**src/rtl/conv_window_feeder.sv**
```systemverilog
// rtl/conv_window_feeder.sv - streams one convolution frame of pixel words into the accelerator FIFO
// A single hold register decouples upstream from FIFO backpressure; each frame ends with one zero flush word.
module conv_window_feeder #(
    parameter int bitLength = 16,
    parameter int ROW_WORDS = 6,
    parameter int ROWS      = 3,
    localparam int TOTAL    = ROWS * ROW_WORDS,
    localparam int CW       = $clog2(TOTAL + 2)
) (
    input  logic                 Clk,
    input  logic                 Rst,
    input  logic                 start,
    input  logic                 abort,
    input  logic [bitLength-1:0] src_data,
    input  logic                 src_valid,
    output logic                 src_ready,
    input  logic                 FULL,
    output logic                 wr_en,
    output logic [bitLength-1:0] dataInput,
    output logic                 cStart,
    output logic                 busy,
    output logic                 done,
    output logic [CW-1:0]        words_sent
);

    typedef enum logic [2:0] {
        S_IDLE,
        S_CSTART,
        S_STREAM,
        S_FLUSH,
        S_DONE
    } state_t;

    localparam logic [CW-1:0] TOTAL_W = CW'(TOTAL);

    state_t               r_state;
    logic [bitLength-1:0] r_hold_data;
    logic                 r_hold_valid;
    logic [CW-1:0]        r_accepted;
    logic [CW-1:0]        r_words_sent;
    logic                 r_cstart;
    logic                 r_busy;
    logic                 r_done;

    logic                 w_load;
    logic                 w_hold_valid_nxt;
    logic [CW-1:0]        w_accepted_nxt;

    // Handshakes stay combinational so a full FIFO stalls in the same cycle it rises.
    always_comb begin
        src_ready = 1'b0;
        wr_en     = 1'b0;
        dataInput = '0;
        case (r_state)
            S_STREAM: begin
                src_ready = (r_accepted < TOTAL_W) && (!r_hold_valid || !FULL);
                wr_en     = r_hold_valid && !FULL && !abort;
                dataInput = r_hold_data;
            end
            S_FLUSH: begin
                wr_en = !FULL && !abort;
            end
            default: ;
        endcase
    end

    assign w_load           = src_valid && src_ready;
    assign w_hold_valid_nxt = w_load || (r_hold_valid && !wr_en);
    assign w_accepted_nxt   = r_accepted + CW'(w_load);

    assign cStart     = r_cstart;
    assign busy       = r_busy;
    assign done       = r_done;
    assign words_sent = r_words_sent;

    always_ff @(posedge Clk or posedge Rst) begin
        if (Rst) begin
            r_state      <= S_IDLE;
            r_hold_data  <= '0;
            r_hold_valid <= 1'b0;
            r_accepted   <= '0;
            r_words_sent <= '0;
            r_cstart     <= 1'b0;
            r_busy       <= 1'b0;
            r_done       <= 1'b0;
        end else if (abort) begin
            r_state      <= S_IDLE;
            r_hold_valid <= 1'b0;
            r_accepted   <= '0;
            r_words_sent <= '0;
            r_cstart     <= 1'b0;
            r_busy       <= 1'b0;
            r_done       <= 1'b0;
        end else begin
            r_cstart <= 1'b0;
            r_done   <= 1'b0;
            if (wr_en) begin
                r_words_sent <= r_words_sent + 1'b1;
            end
            case (r_state)
                S_IDLE: begin
                    if (start) begin
                        r_state      <= S_CSTART;
                        r_hold_valid <= 1'b0;
                        r_accepted   <= '0;
                        r_words_sent <= '0;
                        r_cstart     <= 1'b1;
                        r_busy       <= 1'b1;
                    end
                end
                S_CSTART: begin
                    r_state <= S_STREAM;
                end
                S_STREAM: begin
                    r_hold_valid <= w_hold_valid_nxt;
                    r_accepted   <= w_accepted_nxt;
                    if (w_load) begin
                        r_hold_data <= src_data;
                    end
                    // Leave on the edge that drains the last word so the flush write follows back to back.
                    if (!w_hold_valid_nxt && (w_accepted_nxt == TOTAL_W)) begin
                        r_state <= S_FLUSH;
                    end
                end
                S_FLUSH: begin
                    if (wr_en) begin
                        r_state <= S_DONE;
                        r_busy  <= 1'b0;
                        r_done  <= 1'b1;
                    end
                end
                S_DONE: begin
                    r_state <= S_IDLE;
                end
                default: begin
                    r_state <= S_IDLE;
                end
            endcase
        end
    end

endmodule

```
**config.mk**
```make
export PLATFORM = sky130hd
export DESIGN_NAME = conv_window_feeder
export DESIGN_NICKNAME = d
export VERILOG_FILES = /design/src/rtl/conv_window_feeder.sv
export SDC_FILE = /design/constraint.sdc
export NUM_CORES = 1
export LEC_CHECK = 0
export CORE_ASPECT_RATIO = 1.75
export CORE_MARGIN = 8
export CORE_UTILIZATION = 43
export CTS_BUF_LIST = sky130_fd_sc_hd__clkbuf_8 sky130_fd_sc_hd__clkbuf_16
export DETAILED_ROUTE_END_ITERATION = 6
export GPL_ROUTABILITY_DRIVEN = 0
export PLACE_DENSITY_LB_ADDON = 0.1
export SLEW_MARGIN = 20
export SYNTH_ARGS = -nofsm -noshare
export SYNTH_HDL_FRONTEND = slang
export SYNTH_SLANG_ARGS = --single-unit
```
**constraint.sdc**
```tcl
create_clock -name Clk -period 4.81 [get_ports Clk]
set_input_delay 0.481 -clock Clk [delete_from_list [all_inputs] [get_ports Clk]]
set_output_delay 0.481 -clock Clk [all_outputs]
set_load 0.05 [all_outputs]
```
==> metrics.cfg, run 1 <==
[status]
status=finished, final reports clean

[timing]
finalSetupTns_ns=0
fmax_ghz=0.305
final_max_slew_viol_count=0
min_period_ns=3.28
holdWs_ns=0.497
rsz0062_at_grt=no
final.period_utilization_pct=68.2
setup_viol=0
maxSlewHeadroom_pct=49.4
tightest_slew_ns=0.758
fin_worst_skew_ns=0.00621
final_hold_viol_count=0

[clock_tree]
cts_tree=built
cts.repair.resized=0
clk_latency_ns=0.28
clk_pin_slew_ns=0.06
hold_buffers=0
numCtsBuffers=5
cts_setup_buffers=0
cts.path.max_buffers=2
cts_root_buffer=clkbuf_8
cts_num_sinks=33
htreeDepth=2

[critical_path]
end_kind=output port
critPathBufInv=2
crit_fanout=9
rr_startpoint=r_state[0]
path_class=primary input to output port
slowest_stage=clkdlybuf4s50_1
crit_family=buffers and inverters
required_ns=4.33
r2r.worst_path.cells=4
crit_arrival_ns=2.80
crit_top_cell=clkdlybuf4s50_1
r2r_slack_ns=2.23
start_kind=primary input
r2r_end=r_hold_data[14]
cp_cell_sequence=clkdlybuf4s50_1 > or4b_4 > nor2_1 > clkdlybuf4s50_1
cp_slowest_stage_delay_ns=0.86

[global_routing]
grt_max_degree=34
grt_pass1_wl_mm=6.46
grt_antenna_before_repair=0
grt_pass1_vias=1336
overflow=0
grt_usage_pct=12.8

[floorplanning]
die_w_um=63.0
initial_utilization_pct=43.8
dieArea_mm2=0.00618
rows=30
fp.dieH_um=98.2
io_pins=48
core_region_area_mm2=0.00379

[placed_design]
numPortBuffers=47
place_hpwl_mm=2.78
dp_cells=235

[cells_and_area]
final_nets=219
utilization_pct=58.7
diodes=0
finalNonFillerCells=242
areaGrowthSynthToFinish_pct=34.2
drive_above_1_share_pct=16.0

[worst_hold_path]
whs_endpoint=r_hold_data[3]
whs_path_depth=1
hold_path.class=register to register
hp-start=r_hold_data[3]

[route]
drc=0
routed_wl_mm=3.63
ant_nets=0
firstDrtPassIters=4
drt_iter0_drc=40
vias=1230
routedWlPerCell_um=15.0
viasPerCell=5.08

[yosys]
synth-edff-count=0
yosysMostFrequentCell=dfrtp_1
avgSynthCellArea_um2=11.2
synth_area_leaders=dfrtp_1, mux2_2, and2_1
synth_top_area_share_pct=49.8
synthFlopType=dfrtp_1
synth_top_family_by_area=simple AND/OR/NAND/NOR gates
synth.area.mux_share_pct=10.9
yosys_warnings=0
yosys.area.top_type=dfrtp_1
synth-adder-area-share_pct=2.26
ys_async_sr_fraction_pct=100
synthCells=148
ys_ff_latch=33
synthXorXnorAreaFrac_pct=3.17
syn_area_mm2=0.00166
synthesis.nets=173
synth_compound_area_share_pct=7.92
synthSimpleGateAreaFrac_pct=21.5
ys_top_cells_by_count=dfrtp_1, and2_1, mux2_2
ys_types=36
ys_seq_area_share_pct=49.8

[power]
power.density_mw_per_mm2=323
leakage_nw=0.951
vdd_ir_drop_max_uv=261

[run]
maxCapViolCount=0

-- cells in the final DEF (no fill, tap or decap), types with 2 or more instances in the layout --
cell,instances
clkdlybuf4s50_1,47
dfrtp_1,33
and2_1,18
mux2_2,16
nor2_1,15
nand2_1,7
xnor2_1,6
clkbuf_8,6
o21ai_0,5
inv_1,4
nor3_1,4
a22o_1,4
nand3_1,3
ha_1,3
o31ai_1,2
and3_1,2
-- through the flow --
step | worst slack (ns) | power (mW) | area [µm²]
floorplan | 2.30 | 0.467 | 1660
global placement | 1.60 | 0.518 | 2130
detailed placement | 1.53 | 0.526 | 2130
CTS | 1.54 | 0.729 | 2220
global route | 1.42 | 0.759 | 2230
finish | 1.53 | 0.719 | 2230
-- sequential cells by signal, indices dropped and copies added, names as in the netlist --
signal        count
r_hold_data      16
r_accepted        5
words_sent        5
r_state           3
busy              1
cStart            1
done              1
r_hold_valid      1
-- power breakdown --
group          internal (mW)  switching, mW  total (mW)
Clock                  0.111         0.0897       0.201
Sequential             0.328         0.0226       0.350
Combinational         0.0829         0.0851       0.168
-- worst reg2reg max path: cells and delay by family (launching register included) --
family        cells  cell delay, ns
simple gates      3            1.51
mux               1            0.42
flops             1            0.52
-- cells by family after synthesis --
kind of cell               Yosys count
and+or+nand+nor                     60
DFF                                 33
AOI/OAI and AO/OA                   18
muxes                               16
buffers and inverters               12
xor gates and xnor gates             6
adders and majority gates            3
-- per-layer routing --
layer	vias to the layer above	wire length (µm)	track usage, %
li1	599	-	-
met4	0	35	5.12
met5	-	0	0
met3	4	230	5.39
met1	594	1360	12.9
met2	33	2010	22.5
-- final cells by class --
type	count	area, µm²
clock buffers	6	82.6
clock inverters	1	3.75
fillers	352	1570
inverters	3	11.3
multi-input cells	103	764
flip-flops and latches	33	826
well taps	48	60.1
repair buffers	48	478
-- worst max path at each step --
stage,cells past startpoint,slack [ns],startpoint,to
after floorplan,4,2.30,abort,wr_en
after global placement,4,1.60,abort,wr_en
after detailed placement,4,1.53,abort,wr_en
after CTS,4,1.54,abort,wr_en
after global routing,4,1.42,abort,wr_en
final,4,1.53,abort,wr_en
Power figures use the tool's default switching activity.
==> inputs of run 2 (changes only) <==
==> constraint.sdc (replaced) <==
create_clock -name Clk -period 3.3 [get_ports Clk]
set_input_delay 0.33 -clock Clk [delete_from_list [all_inputs] [get_ports Clk]]
set_output_delay 0.33 -clock Clk [all_outputs]
set_load 0.05 [all_outputs]
==> metrics.cfg, run 2 (same netlist as run 1, synthesis figures left out) <==
[status]
status=finished, final reports clean  ; unchanged

[timing]
final_max_slew_viol_count=0  ; unchanged
finalSetupTns_ns=0  ; unchanged
min_period_ns=2.76
fin_worst_skew_ns=0.00669  ; was 0.00621 ns
setup_viol=0  ; unchanged
rsz0062_at_grt=no  ; unchanged
final.period_utilization_pct=83.7
final_hold_viol_count=0  ; unchanged
tightest_slew_ns=0.764  ; was 0.758 ns
fmax_ghz=0.362
maxSlewHeadroom_pct=49.1  ; was 49.4%

[cells_and_area]
multi_input_area_um2=758  ; was 764 µm²
final_common_cell=clkdlybuf4s50_1  ; unchanged
final_nets=220  ; was 219
drive_above_1_share_pct=16.8  ; was 16.0%
largest-register=r_hold_data  ; unchanged
layout.area.seq_um2=826  ; unchanged
areaGrowthSynthToFinish_pct=33.9  ; was 34.2%
diodes=0  ; unchanged
utilization_pct=58.6  ; was 58.7%
mostFrequentLayoutCells=clkdlybuf4s50_1, dfrtp_1, and2_1  ; unchanged
nFillCells=344  ; was 352
largest_reg_flops=16  ; unchanged

[clock_tree]
cts_tree=built  ; unchanged
hold_buffers=0  ; unchanged
clk_latency_ns=0.28  ; about the same
cts_root_buffer=clkbuf_8  ; unchanged
htreeDepth=2  ; unchanged
clk_pin_slew_ns=0.07  ; was 0.06 ns
cts_setup_buffers=0  ; unchanged
numCtsBuffers=5  ; unchanged
cts.path.max_buffers=2  ; unchanged
cts_num_sinks=33  ; unchanged
cts.repair.resized=0  ; unchanged

[power]
power.switching_mw=0.292  ; was 0.197 mW
p_sw_share_pct=28.3  ; was 27.4%
clockPowerShare_pct=26.9  ; was 27.9%
p_total_mw=1.03  ; was 0.719 mW
pwr-share-comb_pct=23.6  ; was 23.4%
leakage_nw=0.958  ; was 0.951 nW
power_frac_seq_pct=49.5  ; was 48.7%
vdd_ir_drop_max_uv=291  ; was 261 µV
power.density_mw_per_mm2=465  ; was 323 mW/mm²
p_int_mw=0.741  ; was 0.522 mW

[global_routing]
grt_pass1_wl_mm=6.21  ; was 6.46 mm
overflow=0  ; unchanged
grt_usage_pct=12.1  ; was 12.8%
grt_max_degree=34  ; unchanged
grt_antenna_before_repair=0  ; unchanged
grt_pass1_vias=1344  ; was 1336

[route]
viasPerCell=5.13  ; was 5.08
firstDrtPassIters=4  ; unchanged
vias=1252  ; was 1230
drt_iter0_drc=27  ; was 40
routed_wl_mm=3.68  ; was 3.63 mm
routedWlPerCell_um=15.1  ; was 15.0 µm
ant_nets=0  ; unchanged
drc=0  ; unchanged

[critical_path]
crit_arrival_ns=2.43  ; was 2.80 ns
start_kind=register  ; was primary input
path_class=register to output port  ; was primary input to output port
crit_family=buffers and inverters  ; unchanged
r2r_slack_ns=0.78  ; was 2.23 ns
crit_fanout=17  ; was 9
critPathBufInv=1  ; was 2
required_ns=2.97  ; was 4.33 ns
slowest_stage=clkdlybuf4s50_1  ; unchanged
cp_cell_sequence=nor3b_4 > and3_1 > clkdlybuf4s50_1  ; was clkdlybuf4s50_1 > or4b_4 > nor2_1 > clkdlybuf4s50_1
end_kind=output port  ; unchanged
cp_slowest_stage_delay_ns=0.84  ; was 0.86 ns

[floorplanning]
io_pins=48  ; unchanged
fp.dieH_um=98.2  ; unchanged
rows=30  ; unchanged
initial_utilization_pct=43.8  ; unchanged
dieArea_mm2=0.00618  ; unchanged
die_w_um=63.0  ; unchanged
core_region_area_mm2=0.00379  ; unchanged

[placed_design]
place_hpwl_mm=2.87  ; was 2.78 mm
numPortBuffers=47  ; unchanged

[run]
maxCapViolCount=0  ; unchanged

[worst_hold_path]
hold_path.class=primary input to asynchronous set/reset pin  ; was register to register

[run 2: cell types whose count changed in the layout (fill, tap and decap cells not counted)]
cell             change
buf_4                +2
nor4b_1              +1
nor4b_2              -1
clkdlybuf4s50_1      -1
clkinv_2             +2
clkbuf_8             -1
[run 2: final cells by class]
type	count	area share (%)
clock inverter	3	0.620
tap	48	2.70
timing repair buffer	49	21.7
inverter	3	0.507
clock buffer	5	3.10
multi-input combinational	103	34.1
sequential	33	37.2
[run 2: final timing paths]
kind,from,to,depth (start not counted)
setup / recovery,r_state[2],src_ready,3
hold / removal,Rst,r_hold_data[1],3
setup reg to reg,r_state[2],r_hold_data[14],4
hold reg to reg,r_hold_data[9],r_hold_data[9],1
max in group asynchronous,Rst,r_hold_data[9],3
min in group Clk,r_hold_data[9],r_hold_data[9],1
[run 2: per-layer routing]
layer	share of wire, %	global-route usage, %	wire length (µm)
met2	55	22.4	2040
met1	38	11.4	1380
met3	5.9	4.13	218
met4	1.1	5.48	41
met5	0	0	0
[run 2: worst register-to-register path, stage by stage (launching register included)]
cell and delay, ns:
dfrtp_1 0.52, nor3b_4 0.51, and3_1 0.29, and3_1 0.67
mux2_2 0.42
[run 2: power groups by stage]
stage	Sequential, mW	Combinational, mW	Clock, mW
2_1_floorplan	0.512	0.168	0
5_1_grt	0.521	0.262	0.308
6_report	0.512	0.244	0.278
3_5_place_dp	0.520	0.249	0
4_1_cts	0.512	0.249	0.292
3_3_place_gp	0.513	0.243	0
[run 2: metrics by stage]
stage	worst slack, ns	area (µm²)	hold slack, ns	instances
6_report	0.537	2220	0.456	244
3_3_place_gp	0.795	2140	0.480	236
5_1_grt	0.338	2220	0.495	244
3_5_place_dp	0.723	2140	0.489	236
4_1_cts	0.485	2220	0.458	244
2_1_floorplan	0.907	1660	0.459	148
==> inputs of run 3 (changes only) <==
==> constraint.sdc (replaced) <==
create_clock -name Clk -period 2.7 [get_ports Clk]
set_input_delay 0.27 -clock Clk [delete_from_list [all_inputs] [get_ports Clk]]
set_output_delay 0.27 -clock Clk [all_outputs]
set_load 0.05 [all_outputs]
==> metrics.cfg, run 3 (same netlist as run 1, synthesis figures left out) <==
[status]
status=finished, final reports clean  ; unchanged

[cells_and_area]
largest_reg_flops=16  ; unchanged
final_common_cell=clkdlybuf4s50_1  ; unchanged
diodes=0  ; unchanged
areaGrowthSynthToFinish_pct=35.8  ; was 33.9%
largest-register=r_hold_data  ; unchanged
final_nets=223  ; was 220
drive_above_1_share_pct=18.6  ; was 16.8%
nFillCells=339  ; was 344
layout.area.seq_um2=826  ; unchanged
multi_input_area_um2=758  ; unchanged
design_area_mm2=0.00225  ; was 0.00222 mm²
mostFrequentLayoutCells=clkdlybuf4s50_1, dfrtp_1, and2_1  ; unchanged

[route]
drt_iter0_drc=38  ; was 27
viasPerCell=5.24  ; was 5.13
drc=0  ; unchanged
firstDrtPassIters=4  ; unchanged
ant_nets=0  ; unchanged
routed_wl_mm=3.73  ; was 3.68 mm
vias=1295  ; was 1252
routedWlPerCell_um=15.1  ; about the same

[power]
p_sw_share_pct=28.5  ; was 28.3%
p_int_mw=0.908  ; was 0.741 mW
power.density_mw_per_mm2=564  ; was 465 mW/mm²
vdd_ir_drop_max_uv=433  ; was 291 µV
power_frac_seq_pct=49.1  ; was 49.5%
power.switching_mw=0.362  ; was 0.292 mW
clockPowerShare_pct=27.2  ; was 26.9%
leakage_nw=0.978  ; was 0.958 nW
pwr-share-comb_pct=23.7  ; was 23.6%
p_total_mw=1.27  ; was 1.03 mW

[run]
maxCapViolCount=0  ; unchanged

[clock_tree]
cts_num_sinks=33  ; unchanged
clk_pin_slew_ns=0.07  ; about the same
cts.repair.resized=0  ; unchanged
cts.path.max_buffers=2  ; unchanged
cts_root_buffer=clkbuf_8  ; unchanged
hold_buffers=0  ; unchanged
numCtsBuffers=5  ; unchanged
clk_latency_ns=0.28  ; about the same
cts_setup_buffers=0  ; unchanged
htreeDepth=2  ; unchanged
cts_tree=built  ; unchanged

[placed_design]
place_area_mm2=0.00217  ; was 0.00214 mm²
numPortBuffers=47  ; unchanged
place_hpwl_mm=2.94  ; was 2.87 mm
pre_cts_ws_ns=0.270  ; was 0.723 ns

[floorplanning]
die_w_um=63.0  ; unchanged
initial_utilization_pct=43.8  ; unchanged
dieArea_mm2=0.00618  ; unchanged
io_pins=48  ; unchanged
core_region_area_mm2=0.00379  ; unchanged
fp.dieH_um=98.2  ; unchanged
rows=30  ; unchanged

[global_routing]
grt_pass1_wl_mm=6.49  ; was 6.21 mm
grt_max_degree=23  ; was 34
overflow=0  ; unchanged
grt_pass1_vias=1404  ; was 1344
grt_antenna_before_repair=0  ; unchanged
grt_usage_pct=12.7  ; was 12.1%

[timing]
fmax_ghz=0.407
fin_worst_skew_ns=0.00612  ; was 0.00669 ns
final.period_utilization_pct=91.0
maxSlewHeadroom_pct=47.0  ; was 49.1%
final_max_slew_viol_count=0  ; unchanged
finalSetupTns_ns=0  ; unchanged
holdWs_ns=0.450  ; was 0.456 ns
min_period_ns=2.46
tightest_slew_ns=0.794  ; was 0.764 ns
setup_viol=0  ; unchanged
fin_ws_ns=0.243  ; was 0.537 ns
rsz0062_at_grt=no  ; unchanged
final_hold_viol_count=0  ; unchanged

[critical_path]
start_kind=register  ; unchanged
path_class=register to output port  ; unchanged
slowest_stage=clkdlybuf4s50_1  ; unchanged
crit_arrival_ns=2.19  ; was 2.43 ns
end_kind=output port  ; unchanged
cp_slowest_stage_delay_ns=0.80  ; was 0.84 ns
crit_fanout=16  ; was 17
required_ns=2.43  ; was 2.97 ns
cp_cell_sequence=nor3b_4 > buf_4 > and2_1 > clkdlybuf4s50_1  ; was nor3b_4 > and3_1 > clkdlybuf4s50_1

[worst_hold_path]
hold_path.class=primary input to asynchronous set/reset pin  ; unchanged

[run 3: routing by layer]
metal	track usage [%]	vias up	share of wire (%)	wire length, µm
li1	-	616	-	-
met1	12.2	633	37	1370
met2	22.8	40	55	2060
met3	5.05	6	6.7	249
met4	6.01	0	1.5	57
met5	0	-	0	0
[run 3: area by class of cell]
class                           instances  share of cell area, %
Timing Repair Buffer                   52                   22.9
Clock inverter                          3                  0.611
Sequential cell                        33                   36.6
Multi-Input combinational cell        103                   33.6
Inverter                                3                  0.500
Clock buffer                            5                   3.05
Tap cell                               48                   2.67
[run 3: path summary, 6_finish.rpt]
| path | start | to | slack (ns) | depth (start not counted) |
|---|---|---|---|---|
| min | Rst | r_hold_data[5] | 0.45 | 2 |
| max | r_state[2] | dataInput[10] | 0.24 | 4 |
| max reg2reg | r_state[2] | r_state[0] | 0.53 | 8 |
| max in group asynchronous | Rst | r_hold_data[10] | 1.65 | 3 |
| min in group Clk | r_hold_data[15] | r_hold_data[15] | 0.50 | 1 |
| min reg2reg | r_hold_data[15] | r_hold_data[15] | 0.50 | 1 |
[run 3: critical path, delay by kind of cell (launching register included)]
kind          cells  cell delay, ns
buf+inv           2            1.01
flops             1            0.52
simple gates      2            0.39
[run 3: power by group through the flow]
| stage | sequential [mW] | combinational, mW | clock [mW] |
|---|---|---|---|
| finish | 0.625 | 0.301 | 0.345 |
| floorplan | 0.626 | 0.205 | 0 |
| global route | 0.640 | 0.327 | 0.377 |
| CTS | 0.625 | 0.308 | 0.360 |
| detailed placement | 0.635 | 0.307 | 0 |
| global placement | 0.627 | 0.300 | 0 |
[run 3: metrics by stage]
step / util [%] / cells
floorplan: - / 148
global placement: 57.3 / 239
detailed placement: 57.3 / 239
CTS: 59.4 / 247
global route: 59.4 / 247
finish: 59.4 / 247
